===== config.mk =====
export PLATFORM = sky130hd
export DESIGN_NAME = stm_sequencer
export DESIGN_NICKNAME = d
export VERILOG_FILES = /design/src/rtl/stm_sequencer.sv
export SDC_FILE = /design/constraint.sdc
export NUM_CORES = 1
export LEC_CHECK = 0
export CAP_MARGIN = 5
export CELL_PAD_IN_SITES_DETAIL_PLACEMENT = 1
export CELL_PAD_IN_SITES_GLOBAL_PLACEMENT = 1
export CORE_MARGIN = 5
export CORE_UTILIZATION = 41
export CTS_CLUSTER_SIZE = 8
export DETAILED_ROUTE_END_ITERATION = 12
export PLACE_DENSITY_LB_ADDON = 0.1
export SLEW_MARGIN = 20
export SYNTH_ARGS = -nofsm -noshare
export SYNTH_HDL_FRONTEND = slang
export SYNTH_SLANG_ARGS = --single-unit

===== constraint.sdc =====
create_clock -name CLK -period 4.9 [get_ports CLK]
set_input_delay 0.49 -clock CLK [delete_from_list [all_inputs] [get_ports CLK]]
set_output_delay 0.49 -clock CLK [all_outputs]
set_load 0.02 [all_outputs]

===== src/rtl/stm_sequencer.sv =====
// rtl/stm_sequencer.sv - multi-segment STM index/segment sequencer; define STM_SEQUENCER_DEBUG_EN for DEBUG_LOOP/DEBUG_STATE ports
module stm_sequencer #(
  parameter int NUM_SEGMENT = 2,
  parameter int IDX_WIDTH   = 16,
  parameter int DIV_WIDTH   = 16,
  parameter int REP_WIDTH   = 16,
  localparam int SEG_W      = $clog2(NUM_SEGMENT)
) (
  input  logic                             CLK,
  input  logic                             RST,
  input  logic                             UPDATE,
  input  logic                             SET,
  input  logic [SEG_W-1:0]                 REQ_SEGMENT,
  input  logic [1:0]                       TRANSITION_MODE,
  input  logic [REP_WIDTH-1:0]             REP,
  input  logic [NUM_SEGMENT*IDX_WIDTH-1:0] CYCLE,
  input  logic [NUM_SEGMENT*DIV_WIDTH-1:0] FREQ_DIV,
  input  logic                             EXT_TRIG,
  output logic [SEG_W-1:0]                 SEGMENT,
  output logic [IDX_WIDTH-1:0]             IDX,
  output logic                             START,
  output logic                             STOP,
  output logic                             PENDING
`ifdef STM_SEQUENCER_DEBUG_EN
  ,
  output logic [REP_WIDTH-1:0]             DEBUG_LOOP,
  output logic [1:0]                       DEBUG_STATE
`endif
);

  typedef enum logic [1:0] {
    ST_IDLE    = 2'd0,
    ST_RUN     = 2'd1,
    ST_STOPPED = 2'd2
  } state_t;

  localparam logic [1:0] MODE_IMM  = 2'd0;
  localparam logic [1:0] MODE_WRAP = 2'd1;
  localparam logic [1:0] MODE_TRIG = 2'd2;

  state_t                 state_q, state_d;
  logic [SEG_W-1:0]       seg_q, seg_d;
  logic [IDX_WIDTH-1:0]   idx_q, idx_d;
  logic [DIV_WIDTH-1:0]   div_cnt_q, div_cnt_d;
  logic [REP_WIDTH-1:0]   loop_cnt_q, loop_cnt_d;
  logic [REP_WIDTH-1:0]   rep_q, rep_d;
  logic                   start_q, start_d;
  logic                   stop_q, stop_d;
  logic                   pend_q, pend_d;
  logic                   armed_q, armed_d;
  logic                   trig_prev_q, trig_prev_d;
  logic [SEG_W-1:0]       req_seg_q, req_seg_d;
  logic [1:0]             req_mode_q, req_mode_d;
  logic [REP_WIDTH-1:0]   req_rep_q, req_rep_d;

  logic [IDX_WIDTH-1:0]   cycle_arr [NUM_SEGMENT];
  logic [DIV_WIDTH-1:0]   div_arr   [NUM_SEGMENT];
  logic [IDX_WIDTH-1:0]   cur_cycle;
  logic [DIV_WIDTH-1:0]   cur_div;
  logic [DIV_WIDTH-1:0]   div_last;
  logic [1:0]             eff_mode;
  logic                   trig_rise;
  logic                   req_ok;
  logic                   step_due;
  logic                   at_end;
  logic                   rep_inf;
  logic                   apply_now;

  for (genvar s = 0; s < NUM_SEGMENT; s++) begin : g_unpack
    assign cycle_arr[s] = CYCLE[s*IDX_WIDTH +: IDX_WIDTH];
    assign div_arr[s]   = FREQ_DIV[s*DIV_WIDTH +: DIV_WIDTH];
  end

  // Active-segment configuration and the step/wrap/apply decisions for this cycle
  always_comb begin
    cur_cycle = cycle_arr[seg_q];
    cur_div   = div_arr[seg_q];
    // A divider of zero behaves like one: step on every UPDATE
    div_last  = (cur_div == '0) ? '0 : cur_div - 1'b1;
    eff_mode  = (req_mode_q == 2'd3) ? MODE_IMM : req_mode_q;
    trig_rise = EXT_TRIG & ~trig_prev_q;
    req_ok    = (32'(REQ_SEGMENT) < NUM_SEGMENT);
    step_due  = (state_q == ST_RUN) && (div_cnt_q >= div_last);
    // Compare with >= so a CYCLE shrunk below the current index wraps on the next step
    at_end    = (idx_q >= cur_cycle);
    rep_inf   = &rep_q;
    apply_now = 1'b0;
    case (state_q)
      ST_IDLE:    apply_now = pend_q;
      ST_STOPPED: apply_now = pend_q && ((eff_mode != MODE_TRIG) || armed_q || trig_rise);
      default: begin
        case (eff_mode)
          MODE_WRAP: apply_now = pend_q && step_due && at_end;
          MODE_TRIG: apply_now = pend_q && (armed_q || trig_rise);
          default:   apply_now = pend_q;
        endcase
      end
    endcase
  end

  // Next-state: UPDATE stepping or request application, then SET latching on top
  always_comb begin
    state_d     = state_q;
    seg_d       = seg_q;
    idx_d       = idx_q;
    div_cnt_d   = div_cnt_q;
    loop_cnt_d  = loop_cnt_q;
    rep_d       = rep_q;
    start_d     = 1'b0;
    stop_d      = stop_q;
    pend_d      = pend_q;
    armed_d     = armed_q;
    trig_prev_d = EXT_TRIG;
    req_seg_d   = req_seg_q;
    req_mode_d  = req_mode_q;
    req_rep_d   = req_rep_q;

    if (pend_q && (eff_mode == MODE_TRIG) && trig_rise) begin
      armed_d = 1'b1;
    end

    if (UPDATE) begin
      start_d = (state_q != ST_IDLE) || apply_now;
      if (apply_now) begin
        state_d    = ST_RUN;
        seg_d      = req_seg_q;
        idx_d      = '0;
        div_cnt_d  = '0;
        loop_cnt_d = '0;
        rep_d      = req_rep_q;
        stop_d     = 1'b0;
        pend_d     = 1'b0;
        armed_d    = 1'b0;
      end else if (state_q == ST_RUN) begin
        if (!step_due) begin
          div_cnt_d = div_cnt_q + 1'b1;
        end else begin
          div_cnt_d = '0;
          if (!at_end) begin
            idx_d = idx_q + 1'b1;
          end else begin
            loop_cnt_d = loop_cnt_q + 1'b1;
            // This wrap would make loop_cnt equal REP+1: hold the last index and stop
            if (!rep_inf && (loop_cnt_q == rep_q)) begin
              state_d = ST_STOPPED;
              stop_d  = 1'b1;
            end else begin
              idx_d = '0;
            end
          end
        end
      end
    end

    // A new request replaces any pending one and must see its own trigger edge
    if (SET && req_ok) begin
      req_seg_d  = REQ_SEGMENT;
      req_mode_d = TRANSITION_MODE;
      req_rep_d  = REP;
      pend_d     = 1'b1;
      armed_d    = 1'b0;
    end
  end

  // State registers with asynchronous reset
  always_ff @(posedge CLK or posedge RST) begin
    if (RST) begin
      state_q     <= ST_IDLE;
      seg_q       <= '0;
      idx_q       <= '0;
      div_cnt_q   <= '0;
      loop_cnt_q  <= '0;
      rep_q       <= '0;
      start_q     <= 1'b0;
      stop_q      <= 1'b0;
      pend_q      <= 1'b0;
      armed_q     <= 1'b0;
      trig_prev_q <= 1'b0;
      req_seg_q   <= '0;
      req_mode_q  <= 2'd0;
      req_rep_q   <= '0;
    end else begin
      state_q     <= state_d;
      seg_q       <= seg_d;
      idx_q       <= idx_d;
      div_cnt_q   <= div_cnt_d;
      loop_cnt_q  <= loop_cnt_d;
      rep_q       <= rep_d;
      start_q     <= start_d;
      stop_q      <= stop_d;
      pend_q      <= pend_d;
      armed_q     <= armed_d;
      trig_prev_q <= trig_prev_d;
      req_seg_q   <= req_seg_d;
      req_mode_q  <= req_mode_d;
      req_rep_q   <= req_rep_d;
    end
  end

  assign SEGMENT = seg_q;
  assign IDX     = idx_q;
  assign START   = start_q;
  assign STOP    = stop_q;
  assign PENDING = pend_q;

`ifdef STM_SEQUENCER_DEBUG_EN
  assign DEBUG_LOOP  = loop_cnt_q;
  assign DEBUG_STATE = state_q;
`endif

endmodule

==> results of run 1 <==
[cell families (layout without fill, tap and decap cells)]
family          after synthesis  in the layout  synth area share (%)
simple gates                201            201                 17.75
compound gates              126            126                 14.78
flops                        90             90                 37.73
mux                          69             69                 12.35
buf+inv                      43            159                 3.060
xor+xnor                     42             42                 6.162
fa+ha+maj                    39             39                 8.174
[layout by cell type (no fill, tap or decap), drive strengths merged, types with 10 or more instances in the layout]
cell / count
mux2i: 32
nor2: 32
buf: 14
clkdlybuf4s50: 107
clkbuf: 10
nand2: 51
mux2: 37
o211ai: 11
ha: 39
nand3: 26
nor3: 16
and3: 13
a21oi: 31
o21ai: 19
dfrtp: 90
nand4: 16
or3: 11
inv: 24
a21o: 14
xor2: 20
xnor2: 22
a31oi: 16
[worst min-delay path by stage]
stage	end	slack, ns	cells past startpoint
2_1_floorplan	loop_cnt_q[15]	0.47	1
3_3_place_gp	SEGMENT	0.49	1
3_5_place_dp	SEGMENT	0.50	1
4_1_cts	SEGMENT	0.51	1
5_1_grt	SEGMENT	0.52	1
6_report	SEGMENT	0.51	1
[sequential cells by signal, summed over array words and instances, names as in the netlist, 2 cells and up]
| register | flops |
|---|---|
| req_rep_q | 16 |
| loop_cnt_q | 16 |
| div_cnt_q | 16 |
| rep_q | 16 |
| state_q | 2 |
| req_mode_q | 2 |
| IDX | 16 |
[timing repair]
action | CTS | global route
buffers inserted | 0 | 2
endpoints found under the setup margin | 0 | 6
hold endpoints to repair | 0 | 0
[report_power, final]
| part | switching (mW) | internal, mW | total [mW] |
|---|---|---|---|
| logic | 0.617 | 0.586 | 1.20 |
| registers | 0.205 | 0.873 | 1.08 |
| clock network | 0.315 | 0.362 | 0.678 |
| total | 1.14 | 1.82 | 2.96 |
[area by class of cell]
| cell class | instances | area share (%) |
|---|---|---|
| Clock buffer | 10 | 3.158 |
| Timing Repair Buffer | 121 | 15.54 |
| Clock inverter | 6 | 0.6448 |
| Tap cell | 184 | 3.042 |
| Multi-Input combinational cell | 477 | 46.71 |
| Inverter | 22 | 1.124 |
| Sequential cell | 90 | 29.78 |
[metal layers]
| layer | routed length, um | vias to the layer above |
|---|---|---|
| met2 | 7980 | 136 |
| met5 | 0 | - |
| met1 | 7807 | 2549 |
| met4 | 231 | 0 |
| met3 | 1077 | 16 |
| li1 | - | 2476 |
[metrics by stage]
stage	worst slack [ns]	utilization (%)	std cells	hold WS (ns)
3_5_place_dp	0.2968	50.36	892	0.4952
3_3_place_gp	0.5846	50.36	892	0.4857
5_1_grt	0.07309	52.46	910	0.5237
4_1_cts	0.2820	52.35	908	0.5105
6_report	0.3542	52.46	910	0.5071
2_1_floorplan	0.7011	-	610	0.4734
==> impl_metrics.csv, run 1 <==
group,metric,value,unit
worst_setup_path,reg2reg_slack,0.35,ns
sta,min_period,4.546,ns
grt,overflow,0,
drt,postRouteAntennaNets,0,
power_and_ir_drop,power.total,2.958,mW
drt,vias_per_cell,5.689,
grt,use_met2,33.47,%
clocking,clockRootBuffer,"clkbuf_16",
synthesis,synth_area_leaders,"dfrtp_1 38%, ha_1 8.2%, mux2_2 7.0%",
worst_setup_path,critPathKind,"reg -> reg",
sta,timing.final.crit_share,92.77,%
drt,firstDrtPassIters,4,
grt,grt_max_degree,60,
worst_hold_path,hp-start,"req_seg_q",
synthesis,synth_edf_count,0,
grt,grt_pass1_vias,5468,
die,start_util,41.39,%
clocking,clk_latency,0.35,ns
synthesis,syn_nets,737,
sta,setup_tns,0,ns
grt,antenna_found_initial,0,
worst_setup_path,critPathMaxStageDelay,0.68,ns
drt,vias,5177,
die,die_area,17070,um^2
placed_design,dp_hpwl,13130,um
worst_setup_path,critPathCaptureType,"register",
finish,num-fill-cells,1601,
synthesis,synthTopCellsByCount,"90 x dfrtp_1, 51 x nand2_1, 39 x ha_1",
worst_setup_path,cp_max_fo,22,
clocking,cts_tree,"built",
synthesis,async_flop_share,100.0,%
worst_setup_path,timing.rr.start,"SEGMENT",
synthesis,syn_area,5969,um^2
sta,tightest_slew,0.9186,ns
sta,setup_viol,0,
sta,clock_skew,0.007918,ns
clocking,cts_sinks,90,
worst_setup_path,crit_top_cell,"nand4_1",
finish,diodes,0,
synthesis,synth.top_cell.area_share,37.73,%
sta,maxSlewViolCount,0,
power_and_ir_drop,p_per_area,390.9,nW/um^2
worst_setup_path,startpoint,"SEGMENT",
clocking,cts_inserted_buffers,9,
worst_hold_path,hold_class,"reg -> reg",
worst_setup_path,crit_slowest_cell,"dfrtp_2",
worst_setup_path,cp_num_cells,16,
die,rows,44,
synthesis,ys_ff_latch,90,
worst_setup_path,endpoint,"loop_cnt_q[0]",
worst_setup_path,crit_arrival,4.78,ns
clocking,clk_pin_slew_worst_paths,0.07,ns
worst_setup_path,startpoint_type,"register",
finish,syn2layout_area_growth,26.77,%
grt,grt-busiest-layer,"met2",
clocking,cts_resized,0,
die,core,14420,um^2
power_and_ir_drop,p_leak,3.303,nW
synthesis,avgSynthCellArea,9.786,um^2
job,drv_cap,0,
worst_setup_path,r2r-end,"loop_cnt_q[0]",
clocking,clk_path_buf_depth,2,
synthesis,yosysTopAreaCell,"dfrtp_1",
clocking,cts_hold_buf,0,
worst_setup_path,r2r_cells,16,
clocking,htree_num_levels,3,
synthesis,yosysUniqueCellTypes,62,
synthesis,yosysWarningCount,0,
finish,final_nets,848,
outcome,outcome,"complete, no violations",
die,die_width,130.7,um
grt,grt.met1_usage,27.38,%
grt,grt_pass1_wl,27740,um
synthesis,ys_seq_area_share,37.73,%
synthesis,synthFlopType,"dfrtp_1",
grt,use_met3,4.106,%
power_and_ir_drop,irDropWorstVdd,0.0001867,V
worst_setup_path,crit_chain,"buf_4 > mux2i_1 > o221a_2 > nand4_1 > nor2_1 > xnor2_1 > nand2_1 > ha_1 > nand4_1 > nor3_1 > nand4_1 > o21ai_2 > a41o_1 > buf_4 > a21oi_1 > mux2_2",
worst_setup_path,critPathRequiredTime,5.13,ns
placed_design,postPlaceCellArea,7263,um^2
worst_setup_path,cp_top_family,"simple AND/OR/NAND/NOR gates",
synthesis,yosysMostFrequentCell,"dfrtp_1",
sta,rsz0062_at_grt,"no",
finish,seq_area,2253,um^2
die,io_pins,108,
synthesis,syn-instance-count,610,
die,chipHeight,130.7,um
grt,grt_usage,20.27,%
finish,drive_above_1_share,11.98,%
drt,wl_per_cell,18.79,um
placed_design,gp_congestion,0.8257,
drt,drtIter0Drc,261,
finish,multiInputGateArea,3535,um^2
worst_setup_path,crit_buf_inv,2,
sta,hold_viol_final,0,
sta,fmax,220.0,MHz
drt,drc,0,
finish,postLayoutCellArea,7567,um^2
placed_design,io_buffers,107,
drt,totalWireLength,17100,um
sta,slew_headroom,38.57,%
(Power assumes the default switching activity.)
==> run 2, diff against run 1 <==
- CORE_UTILIZATION: 41 -> 50
- DONT_BUFFER_PORTS: not set -> 1
==> impl_metrics.csv, run 2 (synthesis results as in run 1) <==
group,metric,value,unit
sta,setup_slack,0.4957,ns
finish,final_common_cell,"dfrtp_1",
drt,drtIter0Drc,299,
finish,utilization,54.21,%
finish,final_nets,736,
job,drv_cap,0,
sta,rsz0062_at_grt,"no",
placed_design,gp_congestion,0.8531,
power_and_ir_drop,p_leak,2.868,nW
finish,drive_above_1_share,13.36,%
placed_design,dp_hpwl,11780,um
sta,clock_skew,0.008508,ns
power_and_ir_drop,power.total,2.779,mW
worst_setup_path,critPathKind,"reg -> reg",
drt,postRouteAntennaNets,0,
finish,mostFrequentLayoutCells,"89 x dfrtp_1, 51 x nand2_1, 39 x ha_1, 37 x mux2_2",
power_and_ir_drop,irDropWorstVdd,0.0003347,V
grt,grt_max_degree,60,
sta,setup_viol,0,
finish,seq_area,2256,um^2
worst_setup_path,critPathRequiredTime,5.14,ns
finish,postLayoutCellArea,6430,um^2
power_and_ir_drop,combinationalPowerShare,36.4,%
die,core,11860,um^2
finish,syn2layout_area_growth,7.713,%
sta,timing.final.crit_share,89.88,%
clocking,clockRootBuffer,"clkbuf_16",
outcome,outcome,"complete, no violations",
sta,setup_tns,0,ns
power_and_ir_drop,p_per_area,432.1,nW/um^2
worst_setup_path,critPathCaptureType,"register",
drt,firstDrtPassIters,5,
sta,hold_viol_final,0,
sta,slew_headroom,48.01,%
clocking,clk_pin_slew_worst_paths,0.07,ns
worst_setup_path,cp_max_fo,25,
power_and_ir_drop,switching_power,1.084,mW
worst_setup_path,crit_top_cell,"ha_1",
worst_setup_path,startpoint_type,"register",
placed_design,place_ws,0.2728,ns
die,io_pins,108,
clocking,clk_path_buf_depth,2,
die,die_area,14220,um^2
sta,fmax,227.0,MHz
sta,tightest_slew,0.7798,ns
grt,grt_pass1_vias,5075,
finish,multiInputGateArea,3548,um^2
clocking,cts_hold_buf,0,
power_and_ir_drop,p_int,1.695,mW
power_and_ir_drop,p_clk_share,23.6,%
grt,grt_usage,22.40,%
grt,grt_pass1_wl,25730,um
finish,num-fill-cells,1339,
placed_design,postPlaceCellArea,6136,um^2
sta,min_period,4.404,ns
power_and_ir_drop,swShare,39.00,%
die,chipHeight,119.3,um
drt,vias_per_cell,6.150,
die,rows,40,
worst_setup_path,critPathMaxStageDelay,0.63,ns
die,start_util,50.33,%
power_and_ir_drop,power_frac_seq,40.0,%
drt,vias,4680,
clocking,htree_num_levels,3,
worst_setup_path,crit_slowest_cell,"dfrtp_4",
drt,drc,0,
worst_setup_path,crit_chain,"mux2i_1 > ha_1 > o21ai_0 > nor2_1 > nand3_1 > and2_1 > ha_1 > nand2b_1 > a2111o_1 > a31oi_1 > o21ai_2 > a41o_1 > nand2_1 > buf_12 > mux2_2",
drt,totalWireLength,15470,um
drt,wl_per_cell,20.33,um
clocking,post_cts_buffers,0,
sta,maxSlewViolCount,0,
clocking,cts_tree,"built",
finish,diodes,0,
clocking,clk_latency,0.36,ns
die,die_width,119.3,um
grt,overflow,0,
grt,antenna_found_initial,0,
worst_hold_path,hold_class,"in -> async",
worst_setup_path,crit_arrival,4.64,ns
clocking,cts_sinks,90,
clocking,cts_inserted_buffers,9,
placed_design,io_buffers,0,
clocking,cts_resized,0,
run 2: metrics by stage:
| step | hold WS (ns) | std cells |
|---|---|---|
| after floorplan | 0.4734 | 610 |
| after global placement | 0.4345 | 745 |
| after detailed placement | 0.4435 | 745 |
| after CTS | 0.06957 | 761 |
| after global routing | 0.09370 | 761 |
| final | 0.05386 | 761 |
run 2: area by class of cell:
class	count	area share, %
Inverter	22	1.304
Clock buffer	10	3.561
Clock inverter	6	0.7589
Multi-Input combinational cell	477	55.19
Tap cell	147	2.860
Sequential cell	90	35.08
Timing Repair Buffer	9	1.245
run 2: worst paths after layout:
path,end,slack (ns),cells after the start,from
setup reg to reg,rep_q[1],0.50,15,SEGMENT
min in group CLK,trig_prev_q,0.16,0,EXT_TRIG
max in group asynchronous,loop_cnt_q[0],3.66,2,RST
setup / recovery,rep_q[1],0.50,15,SEGMENT
hold reg to reg,req_rep_q[9],0.50,1,req_rep_q[9]
hold / removal,div_cnt_q[0],0.05,1,RST
run 2: metal layers:
layer	global-route usage (%)	vias up	share of wire, %
met5	0	-	0
met4	5.865	0	1.4
met3	6.220	19	5.9
met2	37.97	99	48
met1	28.15	2326	44
li1	-	2236	-
run 2: power groups by stage:
stage	Combinational [mW]	Clock, mW	Sequential [mW]
2_1_floorplan	0.817	0	1.03
3_3_place_gp	0.947	0	1.11
3_5_place_dp	1.01	0	1.13
4_1_cts	1.02	0.671	1.11
5_1_grt	1.13	0.704	1.13
6_report	1.01	0.657	1.11
run 2: critical path: cells and delay by family (launching register included):
kind | cells | cell delay (ns)
compound gates | 5 | 1.19
fa+ha+maj | 2 | 0.51
buf+inv | 1 | 0.20
mux | 2 | 0.72
flops | 1 | 0.63
simple gates | 5 | 1.04
==> run 3, diff against run 2 <==
- PLACE_DENSITY_LB_ADDON: 0.1 -> 0.05
==> impl_metrics.csv, run 3 (synthesis results as in run 1) <==
group,metric,value,unit
placed_design,postPlaceCellArea,6123,um^2
sta,hold_viol_final,0,
clocking,clockRootBuffer,"clkbuf_16",
sta,clock_skew,0.009714,ns
worst_setup_path,startpoint_type,"register",
finish,syn2layout_area_growth,8.279,%
grt,antenna_found_initial,0,
worst_setup_path,r2r_cells,16,
finish,final_nets,738,
placed_design,gp_congestion,0.8668,
placed_design,io_buffers,0,
worst_setup_path,crit_top_cell,"nand3_1",
job,drv_cap,0,
worst_setup_path,critPathKind,"reg -> reg",
drt,vias,4714,
sta,hold-worst-slack,0.02781,ns
die,start_util,50.33,%
outcome,outcome,"complete, no violations",
sta,rsz0062_at_grt,"no",
finish,final_common_cell,"dfrtp_1",
sta,setup_tns,0,ns
drt,postRouteAntennaNets,0,
finish,mostFrequentLayoutCells,"89 x dfrtp_1, 51 x nand2_1, 39 x ha_1, 37 x mux2_2",
power_and_ir_drop,p_per_area,434.2,nW/um^2
clocking,clk_pin_slew_worst_paths,0.07,ns
drt,totalWireLength,15550,um
die,die_area,14220,um^2
clocking,cts_tree,"built",
grt,overflow,0,
grt,grt_pass1_wl,25270,um
finish,num-fill-cells,1336,
power_and_ir_drop,p_leak,2.892,nW
drt,drc,0,
clocking,clk_path_buf_depth,2,
finish,postLayoutCellArea,6464,um^2
power_and_ir_drop,irDropWorstVdd,0.0002552,V
finish,seq_area,2253,um^2
clocking,cts_sinks,90,
die,io_pins,108,
drt,firstDrtPassIters,4,
die,rows,40,
die,core,11860,um^2
finish,drive_above_1_share,13.64,%
grt,grt_usage,21.84,%
die,die_width,119.3,um
worst_setup_path,cp_max_fo,29,
worst_setup_path,crit_chain,"mux2i_1 > o21ai_0 > inv_1 > nand3_1 > nor2_1 > nand3_1 > and2_1 > ha_1 > nand2b_1 > a2111o_1 > a31oi_1 > o21ai_2 > a41o_1 > nand2_1 > buf_4 > mux2_2",
worst_setup_path,critPathRequiredTime,5.13,ns
clocking,htree_num_levels,3,
sta,fmax,221.1,MHz
finish,diodes,0,
clocking,clk_latency,0.36,ns
grt,grt_pass1_vias,4899,
sta,timing.final.crit_share,92.32,%
sta,slew_headroom,45.64,%
worst_setup_path,crit_slowest_cell,"dfrtp_2",
die,chipHeight,119.3,um
worst_setup_path,r2r-end,"rep_q[8]",
sta,tightest_slew,0.8100,ns
drt,wl_per_cell,20.38,um
drt,drtIter0Drc,255,
sta,setup_viol,0,
worst_setup_path,timing.rr.start,"SEGMENT",
power_and_ir_drop,power.total,2.807,mW
finish,multiInputGateArea,3541,um^2
worst_setup_path,reg2reg_slack,0.38,ns
sta,min_period,4.524,ns
drt,vias_per_cell,6.178,
grt,grt_max_degree,63,
placed_design,dp_hpwl,11730,um
clocking,cts_inserted_buffers,9,
sta,maxSlewViolCount,0,
worst_setup_path,critPathCaptureType,"register",
worst_hold_path,hold_class,"in -> async",
worst_setup_path,crit_arrival,4.76,ns
worst_setup_path,critPathMaxStageDelay,0.76,ns
-- run 3: timing repair --
action | in CTS | in global routing
hold buffers | 0 | 0
gates resized for setup | 0 | 1
buffers inserted | 0 | 2
endpoints found under the setup margin | 0 | 15
endpoints found under the hold margin | 0 | 0
-- run 3: critical path: cells and delay by family (launching register included) --
family | cells | cell delay [ns]
adders and majority gates | 1 | 0.26
muxes | 2 | 0.70
buffers and inverters | 2 | 0.39
AOI/OAI and AO/OA | 5 | 1.30
DFF | 1 | 0.76
and+or+nand+nor | 6 | 1.00
-- run 3: how the worst max path moves through the flow --
stage             from            end  slack (ns)  cells after the start
4_1_cts        SEGMENT  loop_cnt_q[0]        0.17                     14
2_1_floorplan  SEGMENT      rep_q[10]        0.70                     14
5_1_grt        SEGMENT       rep_q[8]        0.07                     16
3_5_place_dp   SEGMENT  loop_cnt_q[0]        0.22                     15
3_3_place_gp   SEGMENT  loop_cnt_q[0]        0.40                     14
6_report       SEGMENT       rep_q[8]        0.38                     16
-- run 3: final cells by class --
class | instances | area share [%]
Tap cell | 147 | 2.846
Inverter | 22 | 1.297
Multi-Input combinational cell | 477 | 54.78
Sequential cell | 90 | 34.86
Clock inverter | 7 | 1.065
Timing Repair Buffer | 11 | 1.665
Clock buffer | 9 | 3.484
-- run 3: stage by stage --
stage	setup slack, ns	utilization [%]	instances
2_1_floorplan	0.7011	-	610
5_1_grt	0.06641	54.49	763
3_3_place_gp	0.4037	51.62	745
6_report	0.3762	54.49	763
4_1_cts	0.1724	54.10	761
3_5_place_dp	0.2179	51.62	745
-- run 3: metal layers --
metal	track usage (%)	share of wire (%)
met5	0	0
met4	5.648	0.85
met3	5.651	5.5
met2	35.57	47
met1	28.97	47
-- run 3: power by group --
| part | internal [mW] | switching (mW) |
|---|---|---|
| sequential | 0.872 | 0.244 |
| clock | 0.360 | 0.337 |
| combinational | 0.467 | 0.526 |
| total | 1.70 | 1.11 |
==> edit 1, RTL diff (flow settings as in run 2) <==
The parameter `REP_WIDTH` goes from 16 to 24.
--- a/src/rtl/stm_sequencer.sv
+++ b/src/rtl/stm_sequencer.sv
@@ -4,5 +4,5 @@
   parameter int IDX_WIDTH   = 16,
   parameter int DIV_WIDTH   = 16,
-  parameter int REP_WIDTH   = 16,
+  parameter int REP_WIDTH   = 24,
   localparam int SEG_W      = $clog2(NUM_SEGMENT)
 ) (
Ports: changed (resized REP); port bits go from 108 to 116. No check against the original RTL was run, so the function may have changed too.
==> edit 1 against run 2 <==
- wire length up 26%
- utilization increased by 1.4 points
- critical path depth grew 3
- power increased by 13%
- setup slack got worse by 290 ps
- worst hold slack better by 54 ps
- final area is 25% higher
- sequential power increased by 13%
- sequential cell count is 24 higher
- critical path type unchanged
- area after synthesis up 23%
- highest routed layer unchanged
- cell count grew 24%
==> edit 1: results (changes against run 2) <==
Final HPWL DP: 14.5 mm (+23%)
register area share after synthesis: 0.388 (+0.0111)
P_int: 2.10 mW (+24%)
fin nets: 883 (+20%)
status: finished clean
area fraction in compound gates after synthesis: 0.118 (-0.0299)
Final WS setup: 206 ps (-289 ps)
layout filler cell count: 1,593 (+19%)
post-synthesis mux area share: 0.123 (-0.000797)
metal2 WL: 10.3 mm (+38%)
adder-cell share of the synthesized area: 0.0664 (-0.0153)
met1 wire length: 8.05 mm (+17%)
first-pass GRT wire length: 33.2 mm (+29%)
CP Data Arrival Time: 4980 ps (+340 ps)
Crit path largest cell delay: 560 ps (-70 ps)
DR vias: 5,784 (+24%)
Final Skew: 10.7 ps (+2.21 ps)
P_leak: 3.49 nW (+22%)
Slew @ Worst Pin: 922 ps (+142 ps)
vias in the first global route: 6,410 (+26%)
met2 usage: 0.415 (+0.0348)
CTS HTree Levels: 4 (+1)
DRT iter0 DRCs: 220 (-26%)
worst skew pair latency: 410 ps (+50 ps)
CP dominant cell by count: buf_4
cts bufs inserted: 17 (+8)
drt pass-1 iters: 4 (-1)
Worst Hold Class: input port to register
Area contributors post-synth: dfrtp_1 (39%), mux2_2 (7.4%), ha_1 (6.6%)
Distinct cells, synth: 71 (+15%)
post-synthesis xor/xnor area fraction: 0.0572 (-0.00438)
Peak supply drop: 0.261 mV (-22%)
Crit-path slowest cell: or4_1
post-route insts no fill: 945 (+24%)
Power per Cell Area: 390 nW/um^2 (-9.8%)
layout cell share with drive strength beyond 1: 0.167 (+0.0333)
Area growth, synth to finish: 9.64%
drt total wl: 19.5 mm (+26%)
[edit 1: changes by cell type after synthesis, moves of 11 or more]
cell            run 2  this run
a221o_1             0        11
a31oi_1            16         2
xor2_1             20         5
xnor2_1            22        43
nand4_1            15        26
nand2_1            51        64
a21oi_1            30        18
nand3_1            25        41
mux2_2             37        48
nor2_1             32        52
dfrtp_1            90       114
[edit 1: area by class of cell]
cell class                 count  area share
clock buffer                  18      0.0533
multi-input combinational    574       0.525
inverter                      28      0.0134
tap                          184      0.0286
timing repair buffer          13      0.0121
sequential                   114       0.355
clock inverter                14      0.0132
[edit 1: repair_timing]
| item | CTS | global route |
|---|---|---|
| hold endpoints to repair | 0 | 0 |
| endpoints found under the setup margin | 0 | 50 |
| gates resized for setup | 0 | 3 |
==> edit 2, RTL diff (flow settings as in run 2) <==
Without the edit above. The 3 states of `state_t` get a one-hot encoding in 3 bits.
--- a/src/rtl/stm_sequencer.sv
+++ b/src/rtl/stm_sequencer.sv
@@ -29,8 +29,8 @@
 );
 
-  typedef enum logic [1:0] {
-    ST_IDLE    = 2'd0,
-    ST_RUN     = 2'd1,
-    ST_STOPPED = 2'd2
+  typedef enum logic [2:0] {
+    ST_IDLE    = 3'b001,
+    ST_RUN     = 3'b010,
+    ST_STOPPED = 3'b100
   } state_t;
 
Function: same outputs for any inputs over 4 cycles, from zero or initial values and one cycle with RST high; so few cycles prove little.
==> edit 2 against run 2 <==
- count of clock-buffer cells in the layout is 1 lower
- sequential cell count increased by 1
- setup slack got worse by 83 ps
- wire length increased by 2.9%
- global-route usage about the same
- first-iteration DRC count decreased by 48%
- die area up 1.7%
- worst hold slack better by 110 ps
- power decreased by 14%
- area after synthesis increased by 1.9%
- final area is 2.3% higher
- non-clock buffer count up 7
- clock skew up 1.1 ps
- combinational power decreased by 32%
- largest power group unchanged
==> edit 2: results (changes against run 2) <==
Distinct cells, synth: 63 (+1.6%)
first-pass GRT wire length: 26.1 mm (+1.3%)
Syn Nets: 731 (-0.81%)
P_leak: 3.06 nW (+6.6%)
Crit path largest cell delay: 590 ps (-40 ps)
Worst Hold Class: input port to register
status: finished clean
Peak supply drop: 0.226 mV (-32%)
Crit path max-delay family: compound AO/OA/AOI/OAI gates
YS warnings: 0 (unchanged)
Reg clk slew, reported paths: 70 ps (about the same)
Switching Fraction: 0.333 (-0.0572)
Antenna Diode Count: 0 (unchanged)
drt total wl: 15.9 mm (+2.9%)
most instantiated cells after synthesis: dfrtp_1 (90), nand2_1 (57), ha_1 (39), nor2_1 (35), mux2i_1 (30)
layout cell share with drive strength beyond 1: 0.141 (+0.00720)
largest net degree at the start of global routing: 54 (-10%)
Crit-path slowest cell: dfrtp_2
post-CTS setup buffers: 0 (unchanged)
CTS HTree Levels: 3 (unchanged)
post-cts resize count: 0 (unchanged)
initial antenna violation count: 1 (+1)
worst skew pair latency: 350 ps
Final setup viols: 0 (unchanged)
post-synthesis xor/xnor area fraction: 0.0561 (-0.00547)
Final Skew: 9.63 ps (+1.13 ps)
adder-cell share of the synthesized area: 0.0802 (-0.00153)
GR Overflow Total: 0 (unchanged)
post-synthesis mux area share: 0.128 (+0.00489)
vias per inst: 6.24 (+1.5%)
drt pass-1 iters: 6 (+1)
CP Data Arrival Time: 4780 ps (+140 ps)
cts bufs inserted: 9 (unchanged)
Buffers on Ports: 0 (unchanged)
Final HPWL DP: 12.4 mm (+5.4%)
DRT iter0 DRCs: 156 (-48%)
Synth async-reset ratio: 1.00 (unchanged)
crit-path max FO: 18 (-28%)
clock root cell: clkbuf_16
vias in the first global route: 5,110 (+0.69%)
Slew HR: 0.370 (-0.111)
gpl congestion: 0.841 (-1.4%)
dpl ws: 96.6 ps (-176 ps)
Area contributors post-synth: dfrtp_1 (37%), ha_1 (8.0%), mux2i_1 (4.9%)
clock buffer depth: 2 (unchanged)
register area share after synthesis: 0.375 (-0.00274)
GRT Overall Usage: 0.224 (about the same)
area fraction in compound gates after synthesis: 0.148 (about the same)
[edit 2: cell count changes in the layout (fill, tap and decap cells not counted), sizes merged, moves of 9 or more]
cell	delta
nand2b	+11
or3	-10
inv	-12
a221o	+10
o211ai	-9
a21oi	-13
[edit 2: path summary, 6_finish.rpt]
check                                start       endpoint  slack, ps  cells after the start
min in group asynchronous              RST  req_mode_q[1]        190                      1
worst max-delay path               SEGMENT        IDX[12]        410                     13
max in group asynchronous              RST       rep_q[8]       3720                      2
worst max register to register     SEGMENT        IDX[12]        410                     13
worst min register to register  state_q[0]     state_q[0]        480                      2
worst min-delay path              EXT_TRIG    trig_prev_q        160                      0
[edit 2: cell families after synthesis]
logic type,count (synthesis)
simple gates,218
compound gates,117
flops,91
mux,67
xor+xnor,39
fa+ha+maj,39
buf+inv,33
[edit 2: final cells by class]
type | count | area, sq um
inverter | 8 | 31.3
timing repair buffer | 16 | 120
sequential | 91 | 2280
clock inverter | 7 | 91.3
tap | 147 | 184
clock buffer | 9 | 225
fill | 1323 | 5390
multi-input combinational | 480 | 3640
[edit 2: through the flow]
| stage | area, sq um | hold slack (ps) | std cells | utilization |
|---|---|---|---|---|
| after floorplan | 6080 | 459 | 604 | - |
| after global placement | 6250 | 477 | 742 | 0.522 |
| after detailed placement | 6250 | 475 | 742 | 0.522 |
| after CTS | 6570 | 145 | 758 | 0.549 |
| after global routing | 6580 | 139 | 758 | 0.550 |
| final | 6580 | 162 | 758 | 0.550 |
[edit 2: worst register-to-register path: stages, from the launching register on]
cell and delay [ps]:
dfrtp_2 590, buf_4 270, o32ai_1 490, o21a_1 260
nand3b_1 160, and2_1 210, ha_1 270, nand2b_4 150
a2111oi_4 370, o211ai_2 200, a211o_1 440, a2111oi_4 430
or2_2 390, a221o_1 220
[edit 2: routing by layer]
metal / vias up / GRT usage / share of wire
met2: 88 / 0.407 / 0.52
met5: - / 0 / 0.00082
li1: 2256 / - / -
met1: 2367 / 0.260 / 0.42
met4: 2 / 0.0644 / 0.013
met3: 18 / 0.0585 / 0.051
[edit 2: power by group through the flow]
| stage | Clock [mW] | Sequential, mW | Combinational [mW] |
|---|---|---|---|
| after global placement | 0 | 0.968 | 0.652 |
| after global routing | 0.785 | 0.974 | 0.761 |
| after CTS | 0.754 | 0.962 | 0.699 |
| after detailed placement | 0 | 0.975 | 0.693 |
| after floorplan | 0 | 0.909 | 0.583 |
| final | 0.739 | 0.960 | 0.689 |
